--- src/rtl/bcd_converter_8b_pkg.sv ---
// Shared constants for the binary-to-BCD converter: FSM encoding and BCD digit geometry.
package bcd_converter_8b_pkg;
  localparam logic [1:0] ST_IDLE   = 2'd0;
  localparam logic [1:0] ST_SHIFT  = 2'd1;
  localparam logic [1:0] ST_FINISH = 2'd2;

  localparam int         DIGITS      = 3;
  localparam int         NIB_W       = 4;
  localparam logic [3:0] ADD3_THRESH = 4'd5;
endpackage

--- src/rtl/bcd_converter_8b_add3_cell.sv ---
// Double-dabble correction cell: adds 3 to a BCD nibble of 5 or more; purely combinational.
module bcd_add3_cell
  import bcd_converter_8b_pkg::*;
(
  input  logic [NIB_W-1:0] din,
  output logic [NIB_W-1:0] dout
);
  assign dout = (din >= ADD3_THRESH) ? din + 4'd3 : din;
endmodule

--- src/rtl/bcd_converter_8b.sv ---
// Iterative double-dabble binary->BCD converter; DONE pulses WIDTH+1 edges after START, which is ignored while BUSY.
// Define BCD_CONV_BLANK_EN to register leading-zero BLANK flags with the digits; otherwise BLANK is tied low.
module bcd_converter_8b
  import bcd_converter_8b_pkg::*;
#(
  parameter int WIDTH = 8
) (
  input  logic             CLK,
  input  logic             RST_N,
  input  logic             START,
  input  logic [WIDTH-1:0] DATA,
  input  logic             SIGNED_MODE,
  output logic [3:0]       BCD_HUN,
  output logic [3:0]       BCD_TEN,
  output logic [3:0]       BCD_UNI,
  output logic             SIGN,
  output logic             BUSY,
  output logic             DONE,
  output logic [1:0]       BLANK
);
  localparam int BCD_W = DIGITS * NIB_W;
  localparam int SR_W  = BCD_W + WIDTH;

  logic [1:0]       state;
  logic [3:0]       cnt;
  logic [SR_W-1:0]  sr;
  logic             sign_lat;
  logic             neg;
  logic [WIDTH-1:0] mag;
  logic [BCD_W-1:0] adj;
  logic [3:0]       acc_hun;
  logic [3:0]       acc_ten;
  logic [3:0]       acc_uni;

  // Two's-complement negate in WIDTH bits read as unsigned is exact, including the most negative value.
  assign neg = SIGNED_MODE & DATA[WIDTH-1];
  assign mag = neg ? (~DATA) + WIDTH'(1) : DATA;

  for (genvar d = 0; d < DIGITS; d++) begin : g_dig
    bcd_add3_cell u_add3 (
      .din  (sr[WIDTH + d*NIB_W +: NIB_W]),
      .dout (adj[d*NIB_W +: NIB_W])
    );
  end

  assign acc_uni = sr[WIDTH +: 4];
  assign acc_ten = sr[WIDTH + 4 +: 4];
  assign acc_hun = sr[WIDTH + 8 +: 4];
  assign BUSY    = (state != ST_IDLE);

  always_ff @(posedge CLK) begin
    if (!RST_N) begin
      state    <= ST_IDLE;
      cnt      <= '0;
      sr       <= '0;
      sign_lat <= 1'b0;
      BCD_HUN  <= '0;
      BCD_TEN  <= '0;
      BCD_UNI  <= '0;
      SIGN     <= 1'b0;
      DONE     <= 1'b0;
    end else begin
      DONE <= 1'b0;
      case (state)
        ST_IDLE: begin
          if (START) begin
            sr       <= {{BCD_W{1'b0}}, mag};
            sign_lat <= neg;
            cnt      <= '0;
            state    <= ST_SHIFT;
          end
        end
        ST_SHIFT: begin
          // The bit leaving the top is always 0; rotating it into the operand LSB keeps every bit live
          // and it can never travel far enough to reach the BCD field.
          sr  <= {adj[BCD_W-2:0], sr[WIDTH-1:0], adj[BCD_W-1]};
          cnt <= cnt + 4'd1;
          if (cnt == 4'(WIDTH - 1)) state <= ST_FINISH;
        end
        ST_FINISH: begin
          BCD_HUN <= acc_hun;
          BCD_TEN <= acc_ten;
          BCD_UNI <= acc_uni;
          SIGN    <= sign_lat;
          DONE    <= 1'b1;
          state   <= ST_IDLE;
        end
        default: state <= ST_IDLE;
      endcase
    end
  end

`ifdef BCD_CONV_BLANK_EN
  always_ff @(posedge CLK) begin
    if (!RST_N) BLANK <= 2'b00;
    else if (state == ST_FINISH)
      BLANK <= {acc_hun == 4'd0, (acc_hun == 4'd0) && (acc_ten == 4'd0)};
  end
`else
  assign BLANK = 2'b00;
`endif
endmodule
--- config.mk ---
export PLATFORM = sky130hd
export DESIGN_NAME = bcd_converter_8b
export DESIGN_NICKNAME = d
export VERILOG_FILES = /design/src/rtl/bcd_converter_8b_pkg.sv /design/src/rtl/bcd_converter_8b_add3_cell.sv /design/src/rtl/bcd_converter_8b.sv
export SDC_FILE = /design/constraint.sdc
export NUM_CORES = 1
export LEC_CHECK = 0
export BUFFER_PORTS_ARGS = -buffer_cell sky130_fd_sc_hd__buf_4
export CORE_MARGIN = 2
export CORE_UTILIZATION = 30
export DETAILED_ROUTE_END_ITERATION = 12
export MAX_ROUTING_LAYER = met4
export SETUP_SLACK_MARGIN = 0.3
export SLEW_MARGIN = 25
export SYNTH_ARGS = -nofsm -noshare
export SYNTH_HDL_FRONTEND = slang
export SYNTH_HIERARCHICAL = 1
export SYNTH_SLANG_ARGS = --single-unit
export TNS_END_PERCENT = 5
--- constraint.sdc ---
create_clock -name CLK -period 1.7 [get_ports CLK]
set_input_delay 0.17 -clock CLK [delete_from_list [all_inputs] [get_ports CLK]]
set_output_delay 0.17 -clock CLK [all_outputs]
set_load 0.01 [all_outputs]
==> impl_metrics.json, run 1 <==
{
  "status": "complete, no violations",
  "synth-edff-count": 0,
  "wirelength_mm": 4.019,
  "yosysWarnings": 6,
  "crit_chain": "inv_1 -> ha_1 -> nand2b_1 -> a21oi_2 -> xnor2_1 -> a22o_1",
  "fin_skew_ps": 5.423,
  "wl_per_cell_microns": 11.96,
  "whs_ps": 172.0,
  "clock_latency_ps": 290,
  "synth_async_sr_flop_share": 0,
  "area_delta_synth_final_pct": 23.21,
  "startpoint_type": "flop",
  "floorplan.initialDensity": 0.3058,
  "rows": 29,
  "cpMaxStageDelayCell": "dfxtp_1",
  "first_pass_iters": 4,
  "syn_avg_cell_area_sq_um": 8.646,
  "num_vias": 1583,
  "numCtsBuffers": 5,
  "drive_gt1_frac": 0.2432,
  "slew_violations": 0,
  "path_buf_inv": 1,
  "synth_ff_type": "dfxtp_1",
  "cts_sinks": 41,
  "synth-seq-cells": 41,
  "htree_levels": 2,
  "finalSetupTns_ps": 0,
  "grt_max_degree": 25,
  "arrival_ps": 1560,
  "fin_crit_ps": 1375,
  "timing.final.crit_share": 0.8089,
  "critPathLaunch": "sr[12]$_SDFFE_PN0P_",
  "setup_violations": 0,
  "grt_pass1_vias": 1484,
  "hpwl_mm": 2.887,
  "cts.path.max_buffers": 2,
  "die-area_sq_um": 7053,
  "drt_iter0_drc": 58,
  "cpLargestDelayFamily": "flip-flops",
  "rr_worst_depth": 6,
  "die_x_microns": 83.99,
  "hold_path.class": "in -> reg",
  "root_buffer": "clkbuf_8",
  "antenna_cells": 0,
  "slowest_delay_ps": 440,
  "die_y_microns": 83.99,
  "ant_nets": 0,
  "synth_cells": 222,
  "combPwrFrac": 0.116,
  "drc_errors": 0,
  "power_frac_clock": 0.335,
  "worstPathMaxFanout": 6,
  "peakVddDrop_uv": 468.6,
  "hold_viol_final": 0,
  "cp_data_required_time_ps": 1880,
  "grt_pass1_wl_mm": 6.713,
  "coreArea_sq_um": 6277,
  "syn_area_sq_um": 1919,
  "hold_buffers": 0,
  "grt_usage": 0.1212,
  "min-delay-start": "DATA[7]",
  "power_density_nw_per_um2": 771.7,
  "ys_seq_area_frac": 0.4276,
  "detail_route.vias_per_cell": 4.711,
  "reg2reg_from": "sr[12]$_SDFFE_PN0P_",
  "fin_nets": 278,
  "crit_cells": 6,
  "switching_share": 0.2484,
  "hold_depth": 3,
  "internal_power_uw": 1372,
  "critPathKind": "reg -> reg",
  "rsz0062_at_grt": "true",
  "grt_overflow_total": 0,
  "maxCapViolations": 0,
  "gp_congestion": 0.7489,
  "fmax_mhz": 727.2,
  "place.port_buffers": 26,
  "power_uw": 1825,
  "p_leak_uw": 0.0009480,
  "switching_power_uw": 453.3,
  "io_pins": 29,
  "antenna_found_initial": 0,
  "seqPwrFrac": 0.550,
  "critPathCaptureType": "flop",
  "cts_tree": "done",
  "clk_pin_slew_worst_paths_ps": 80,
  "ys_types": 37
}
layer usage:
layer / GRT usage / share of wire / up-vias
met5: - / 0 / -
met4: 0.04399 / 0.011 / 0
met3: 0.02868 / 0.038 / 5
met2: 0.1855 / 0.45 / 32
met1: 0.1562 / 0.50 / 718
li1: - / - / 828
synthesized netlist by cell type (all sizes together), types with 2 or more instances:
cell / number / area (sq um)
a21oi: 24 / 131.4
a22o: 13 / 113.9
a22oi: 8 / 60.06
buf: 7 / 55.05
clkbuf: 3 / 11.26
dfxtp: 41 / 820.8
ha: 8 / 100.1
inv: 9 / 33.78
mux2i: 4 / 40.04
nand2: 46 / 172.7
nand2b: 7 / 43.79
nand3: 2 / 10.01
nor2: 13 / 48.80
nor2b: 2 / 20.02
nor3: 2 / 15.01
nor3b: 2 / 31.28
o21ai: 9 / 45.04
o22ai: 4 / 25.02
or2: 2 / 12.52
xnor2: 8 / 70.07
worst reg2reg max path: stages (launching register included):
cell	delay, ps
dfxtp_1	440
inv_1	70
ha_1	230
nand2b_1	110
a21oi_2	80
xnor2_1	130
a22o_1	200
cell type report:
| class | instances | area [sq um] |
|---|---|---|
| Timing Repair Buffer | 38 | 297.8 |
| Clock inverter | 2 | 10.01 |
| Fill cell | 676 | 3913 |
| Multi-Input combinational cell | 163 | 1026 |
| Clock buffer | 6 | 72.57 |
| Tap cell | 77 | 96.34 |
| Sequential cell | 41 | 828.3 |
| Inverter | 9 | 33.78 |
flip-flops by register name, indices dropped and copies added (netlist names):
| register | cells |
|---|---|
| BCD_HUN | 4 |
| BCD_UNI | 4 |
| cnt | 4 |
| SIGN | 1 |
| DONE | 1 |
| sr | 20 |
| state | 2 |
| BCD_TEN | 4 |
| sign_lat | 1 |
what timing repair did:
item,in CTS,in global routing
pin swaps,0,7
setup buffers,0,4
resized for setup,2,7
setup endpoints to repair,20,22
final timing paths:
path / to / slack [ps]
setup / recovery: sr[13]$_SDFFE_PN0P_ / 320
hold / removal: sr[7]$_SDFFE_PN0P_ / 170
setup reg to reg: sr[13]$_SDFFE_PN0P_ / 320
hold reg to reg: BCD_UNI[3]$_SDFFE_PN0P_ / 460
power by group through the flow:
stage	Sequential [uW]	Clock, uW	Combinational (uW)
floorplan	1020	0	134
global placement	1030	0	186
detailed placement	1030	0	185
CTS	1000	633	191
global route	1010	675	234
finish	1000	611	211
placed cells by master (no fill, tap or decap), types with 2 or more instances in the layout:
| master | count |
|---|---|
| mux2i_1 | 4 |
| dfxtp_2 | 3 |
| clkinv_2 | 2 |
| o21ai_1 | 3 |
| conb_1 | 2 |
| a22o_1 | 13 |
| o22ai_1 | 4 |
| buf_4 | 37 |
| nor2_1 | 12 |
| nand2b_4 | 2 |
| dfxtp_1 | 37 |
| nand2b_1 | 5 |
| a21oi_1 | 21 |
| a21oi_2 | 3 |
| nand2_1 | 46 |
| ha_1 | 8 |
| inv_1 | 8 |
| nand3_1 | 2 |
| xnor2_1 | 8 |
| a22oi_1 | 8 |
| clkbuf_8 | 5 |
| o21ai_0 | 6 |
cell families after synthesis:
logic type | share of synthesized area
XOR/XNOR | 0.03651
flip-flops | 0.4276
other | 0.001954
multiplexers | 0.02673
buffers and inverters | 0.05215
AO/OA/AOI/OAI | 0.2034
adder cells (fa/ha/maj) | 0.05215
AND/OR/NAND/NOR | 0.1995
stage by stage:
| stage | instance area, sq um | setup WS (ps) | cells | utilization |
|---|---|---|---|---|
| after floorplan | 1923 | 402.2 | 223 | - |
| after global placement | 2208 | 98.19 | 324 | 0.3518 |
| after detailed placement | 2208 | 80.63 | 324 | 0.3518 |
| after CTS | 2300 | 249.1 | 332 | 0.3664 |
| after global routing | 2365 | 215.1 | 336 | 0.3767 |
| final | 2365 | 324.8 | 336 | 0.3767 |
(Power assumes the default switching activity.)
==> run 2: changes to the inputs <==
==> constraint.sdc (replaced) <==
create_clock -name CLK -period 1.2 [get_ports CLK]
set_input_delay 0.12 -clock CLK [delete_from_list [all_inputs] [get_ports CLK]]
set_output_delay 0.12 -clock CLK [all_outputs]
set_load 0.01 [all_outputs]
==> run 2 against run 1 <==
  * Cell count grew 3.6%
  * Global-route usage grew 0.59 points
  * Sequential share of layout area shrank 3.3 points
  * Largest power group unchanged
  * Critical path type unchanged
  * Critical path depth is the same
  * The run now ends with setup timing left
==> impl_metrics.json, run 2 (synthesis results as in run 1) <==
{
  "detail_route.vias_per_cell": 4.782,
  "maxCapViolations": 0,
  "drt_iter0_drc": 39,
  "die-area_sq_um": 7053,
  "cpMaxStageDelayCell": "dfxtp_2",
  "fin_crit_ps": 1247,
  "finalSetupTns_ps": -326.5,
  "floorplan.initialDensity": 0.3058,
  "cpLargestDelayFamily": "flip-flops",
  "first_pass_iters": 4,
  "worstPathMaxFanout": 3,
  "clock_latency_ps": 290,
  "mostFrequentLayoutCell": "nand2_1",
  "cp_data_required_time_ps": 1440,
  "fin_skew_ps": 5.922,
  "path_buf_inv": 1,
  "antenna_cells": 0,
  "drc_errors": 0,
  "slew_violations": 0,
  "dp_slack_ps": -385.6,
  "place_area_sq_um": 2394,
  "hpwl_mm": 2.886,
  "fin_area_sq_um": 2670,
  "ant_nets": 0,
  "power_density_nw_per_um2": 1007,
  "p_leak_uw": 0.001053,
  "clk_pin_slew_worst_paths_ps": 80,
  "cts.path.max_buffers": 2,
  "wl_per_cell_microns": 11.90,
  "grt_pass1_vias": 1573,
  "rsz0062_at_grt": "true",
  "violations": "setup timing",
  "grt_usage": 0.1271,
  "peakVddDrop_uv": 607.5,
  "reg2reg_from": "sr[9]$_SDFFE_PN0P_",
  "largest-register": "sr",
  "rows": 29,
  "r2r_slack_ps": -50,
  "arrival_ps": 1490,
  "crit_chain": "inv_2 -> ha_1 -> nand2b_4 -> a21oi_4 -> mux2i_1 -> a22o_1",
  "antenna_found_initial": 0,
  "startpoint_type": "flop",
  "area_delta_synth_final_pct": 39.11,
  "status": "finished, violations left",
  "gp_congestion": 0.8013,
  "die_x_microns": 83.99,
  "place.port_buffers": 26,
  "min-delay-start": "DATA[7]",
  "fillers": 624,
  "topRoutingLayerUsed": "met4",
  "route.met2.wl_mm": 1.936,
  "numCtsBuffers": 5,
  "layout_common_cells": "nand2_1 (45), buf_4 (35), dfxtp_1 (23), a21oi_1 (21), dfxtp_2 (16)",
  "fin_nets": 290,
  "coreArea_sq_um": 6277,
  "cts_tree": "done",
  "wl_met1_mm": 1.962,
  "final.setup.worst_slack_ps": -47.05,
  "timing.final.crit_share": 1.039,
  "cts_sinks": 41,
  "hold_viol_final": 0,
  "largest_register_ffs": 20,
  "critPathKind": "reg -> reg",
  "root_buffer": "clkbuf_8",
  "num_vias": 1664,
  "slowest_delay_ps": 340,
  "critPathLaunch": "sr[9]$_SDFFE_PN0P_",
  "grt_max_degree": 25,
  "hold_path.class": "in -> reg",
  "htree_levels": 2,
  "grt_overflow_total": 0,
  "setup_violations": 15,
  "critPathCaptureType": "flop",
  "die_y_microns": 83.99,
  "wirelength_mm": 4.140,
  "grt_pass1_wl_mm": 7.044,
  "fmax_mhz": 801.9,
  "wl_met3_microns": 201,
  "drive_gt1_frac": 0.4096,
  "io_pins": 29
}
run 2: changes by cell type in the layout (fill, tap and decap cells not counted), sizes merged:
cell	before	now
buf	38	50
run 2: worst reg2reg max path: stages, from the launching register on:
cell and delay (ps):
dfxtp_2 340, inv_2 50, ha_1 160, nand2b_4 150, a21oi_4 150, mux2i_1 210, a22o_1 150
run 2: area by class of cell:
class | instances | area, sq um | area share
clock inverter | 2 | 10.01 | 0.003749
tap | 77 | 96.34 | 0.03608
clock buffer | 6 | 72.57 | 0.02718
inverter | 9 | 33.78 | 0.01265
sequential | 41 | 848.3 | 0.3177
timing repair buffer | 50 | 461.7 | 0.1729
multi-input combinational | 163 | 1147 | 0.4297
run 2: power by group:
part           total, uW  leakage, uW  switching (uW)  internal [uW]
clock                879    0.0000450             475            403
sequential          1430     0.000342            33.1           1390
combinational        384     0.000667             186            198
run 2: stage by stage:
step | utilization | hold WS [ps] | total power, uW | instances
2_1_floorplan | - | 281.7 | 1645 | 223
3_3_place_gp | 0.3813 | 425.2 | 1745 | 337
3_5_place_dp | 0.3813 | 422.1 | 1747 | 337
4_1_cts | 0.4118 | 98.87 | 2699 | 347
5_1_grt | 0.4254 | 116.3 | 2816 | 348
6_report | 0.4254 | 123.8 | 2689 | 348
run 2: path summary, 6_finish.rpt:
| check | cells past startpoint | end |
|---|---|---|
| min reg2reg | 2 | BCD_HUN[3]$_SDFFE_PN0P_ |
| max | 6 | sr[10]$_SDFFE_PN0P_ |
| max reg2reg | 6 | sr[10]$_SDFFE_PN0P_ |
| min | 3 | sr[7]$_SDFFE_PN0P_ |
run 2: metal layers:
layer  vias up  global-route usage
met4         0             0.04692
met1       775              0.1537
li1        850                   -
met3         4             0.03759
met2        35              0.2007
met5         -                   -
run 2: repair_timing:
action,4_1_cts,5_1_grt
resized for setup,24,27
setup buffers,2,1
hold buffers,0,0
setup endpoints to repair,42,52
gates cloned,0,0
pin swaps,18,5
==> run 3: changes to the inputs <==
==> constraint.sdc (replaced) <==
create_clock -name CLK -period 1.5 [get_ports CLK]
set_input_delay 0.15 -clock CLK [delete_from_list [all_inputs] [get_ports CLK]]
set_output_delay 0.15 -clock CLK [all_outputs]
set_load 0.01 [all_outputs]
==> run 3 against run 2 <==
  * The run now ends clean
  * Global-route usage is 1.3 points higher
  * Worst setup slack better by 240 ps
  * Fmax is 4.6% lower
  * Sequential share of layout area is 0.66 points higher
  * Clock power is 3.5% higher
  * Count of clock-buffer cells in the layout is 1 higher
  * Sequential power is 20% lower
  * First-iteration DRC count is 44% higher
  * Clock skew is 0.53 ps lower
  * Power is 13% lower
  * Critical path type unchanged
==> impl_metrics.json, run 3 (synthesis results as in run 1) <==
{
  "hold_buffers": 0,
  "area_delta_synth_final_pct": 35.27,
  "critPathCaptureType": "flop",
  "slew_violations": 0,
  "critPathLaunch": "sr[12]$_SDFFE_PN0P_",
  "hold_viol_final": 0,
  "rsz0062_at_grt": "true",
  "fin_crit_ps": 1307,
  "clk_pin_slew_worst_paths_ps": 80,
  "antenna_cells": 0,
  "gp_congestion": 0.7643,
  "power_density_nw_per_um2": 898.6,
  "clock_latency_ps": 290,
  "reg2reg_from": "sr[12]$_SDFFE_PN0P_",
  "grt_pass1_wl_mm": 7.603,
  "floorplan.initialDensity": 0.3058,
  "crit_chain": "inv_1 -> ha_4 -> nand2b_4 -> a21oi_4 -> mux2i_1 -> a22o_1",
  "fillers": 626,
  "num_vias": 1628,
  "p_leak_uw": 0.001026,
  "mostFrequentLayoutCell": "nand2_1",
  "largest-register": "sr",
  "combPwrFrac": 0.123,
  "io_pins": 29,
  "peakVddDrop_uv": 570.2,
  "switching_share": 0.2281,
  "grt_usage": 0.1404,
  "rr_worst_depth": 6,
  "numCtsBuffers": 5,
  "cpMaxStageDelayCell": "dfxtp_2",
  "maxCapViolations": 0,
  "switching_power_uw": 532.3,
  "timing.final.crit_share": 0.8711,
  "endpoint": "sr[14]$_SDFFE_PN0P_",
  "cts_tree": "done",
  "power_frac_clock": 0.390,
  "regToRegEndpoint": "sr[14]$_SDFFE_PN0P_",
  "cts_sinks": 41,
  "place.port_buffers": 26,
  "crit_cells": 6,
  "fin_skew_ps": 5.392,
  "htree_levels": 2,
  "wl_per_cell_microns": 13.22,
  "dpl.cell_count": 325,
  "first_pass_iters": 4,
  "grt_max_degree": 25,
  "seqPwrFrac": 0.487,
  "slowest_delay_ps": 420,
  "instances_no_fill": 344,
  "worstPathMaxFanout": 6,
  "setup_violations": 0,
  "ant_nets": 0,
  "drt_iter0_drc": 56,
  "drive_gt1_frac": 0.3333,
  "die_x_microns": 83.99,
  "cpLargestDelayFamily": "flip-flops",
  "wirelength_mm": 4.547,
  "critPathKind": "reg -> reg",
  "antenna_found_initial": 0,
  "grt_overflow_total": 0,
  "fin_nets": 286,
  "detail_route.vias_per_cell": 4.733,
  "hold_path.class": "in -> reg",
  "largest_register_ffs": 20,
  "arrival_ps": 1490,
  "fmax_mhz": 765.3,
  "path_buf_inv": 1,
  "layout_common_cells": "nand2_1 (46), buf_4 (40), dfxtp_1 (32), a21oi_1 (21), a22o_1 (13)",
  "r2r_slack_ps": 190,
  "internal_power_uw": 1801,
  "rows": 29,
  "coreArea_sq_um": 6277,
  "startpoint_type": "flop",
  "root_buffer": "clkbuf_8",
  "drc_errors": 0,
  "cts.path.max_buffers": 2,
  "fin_util": 0.4136,
  "cp_data_required_time_ps": 1680,
  "die_y_microns": 83.99,
  "status": "complete, no violations",
  "grt_pass1_vias": 1578,
  "hpwl_mm": 2.914,
  "die-area_sq_um": 7053
}
[run 3: worst min-delay path by stage]
| stage | startpoint | slack [ps] | to | depth (start not counted) |
|---|---|---|---|---|
| after floorplan | DATA[7] | 310 | sr[7]$_SDFFE_PN0P_ | 2 |
| after global placement | sr[0]$_SDFFE_PN0P_ | 440 | sr[0]$_SDFFE_PN0P_ | 2 |
| after detailed placement | DATA[7] | 440 | sr[7]$_SDFFE_PN0P_ | 3 |
| after CTS | DATA[7] | 130 | sr[7]$_SDFFE_PN0P_ | 3 |
| after global routing | DATA[7] | 130 | sr[7]$_SDFFE_PN0P_ | 3 |
| final | DATA[7] | 140 | sr[7]$_SDFFE_PN0P_ | 3 |
[run 3: timing repair]
| item | 4_1_cts | 5_1_grt |
|---|---|---|
| pin swaps | 3 | 5 |
| gates resized for setup | 20 | 14 |
| endpoints found under the setup margin | 27 | 28 |
| gates cloned | 1 | 0 |
| setup buffers | 6 | 4 |
[run 3: layout make-up]
class | instances | area [sq um] | share of cell area
Clock buffer | 7 | 86.33 | 0.03325
Clock inverter | 1 | 30.03 | 0.01157
Inverter | 9 | 36.28 | 0.01398
Multi-Input combinational cell | 163 | 1125 | 0.4333
Sequential cell | 41 | 842.1 | 0.3243
Tap cell | 77 | 96.34 | 0.03711
Timing Repair Buffer | 46 | 380.4 | 0.1465
[run 3: power groups by stage]
| stage | Clock (uW) | Sequential, uW | Combinational, uW |
|---|---|---|---|
| after floorplan | 0 | 1160 | 156 |
| after global placement | 0 | 1160 | 221 |
| after detailed placement | 0 | 1160 | 227 |
| after CTS | 932 | 1140 | 280 |
| after global routing | 995 | 1140 | 313 |
| final | 910 | 1140 | 287 |
[run 3: worst min-delay path: stages]
cell	delay, ps
buf_4	110
nand3_1	60
o22ai_1	60
[run 3: layer usage]
metal	share of wire	vias up	GRT usage
met5	0	-	-
met4	0.0051	0	0.03519
met3	0.037	2	0.04253
met2	0.47	34	0.2284
met1	0.48	749	0.1705
li1	-	843	-
[run 3: metrics by stage]
step | setup slack, ps | setup TNS [ps] | hold WS [ps] | instance area [sq um] | power, uW
floorplan | 291.4 | 0 | 311.7 | 1981 | 1314
global placement | -44.69 | -108.3 | 441.8 | 2271 | 1384
detailed placement | -119.2 | -1047 | 443.0 | 2271 | 1390
CTS | 199.1 | 0 | 129.2 | 2511 | 2348
global route | 152.9 | 0 | 130.3 | 2596 | 2449
finish | 193.3 | 0 | 137.0 | 2596 | 2333
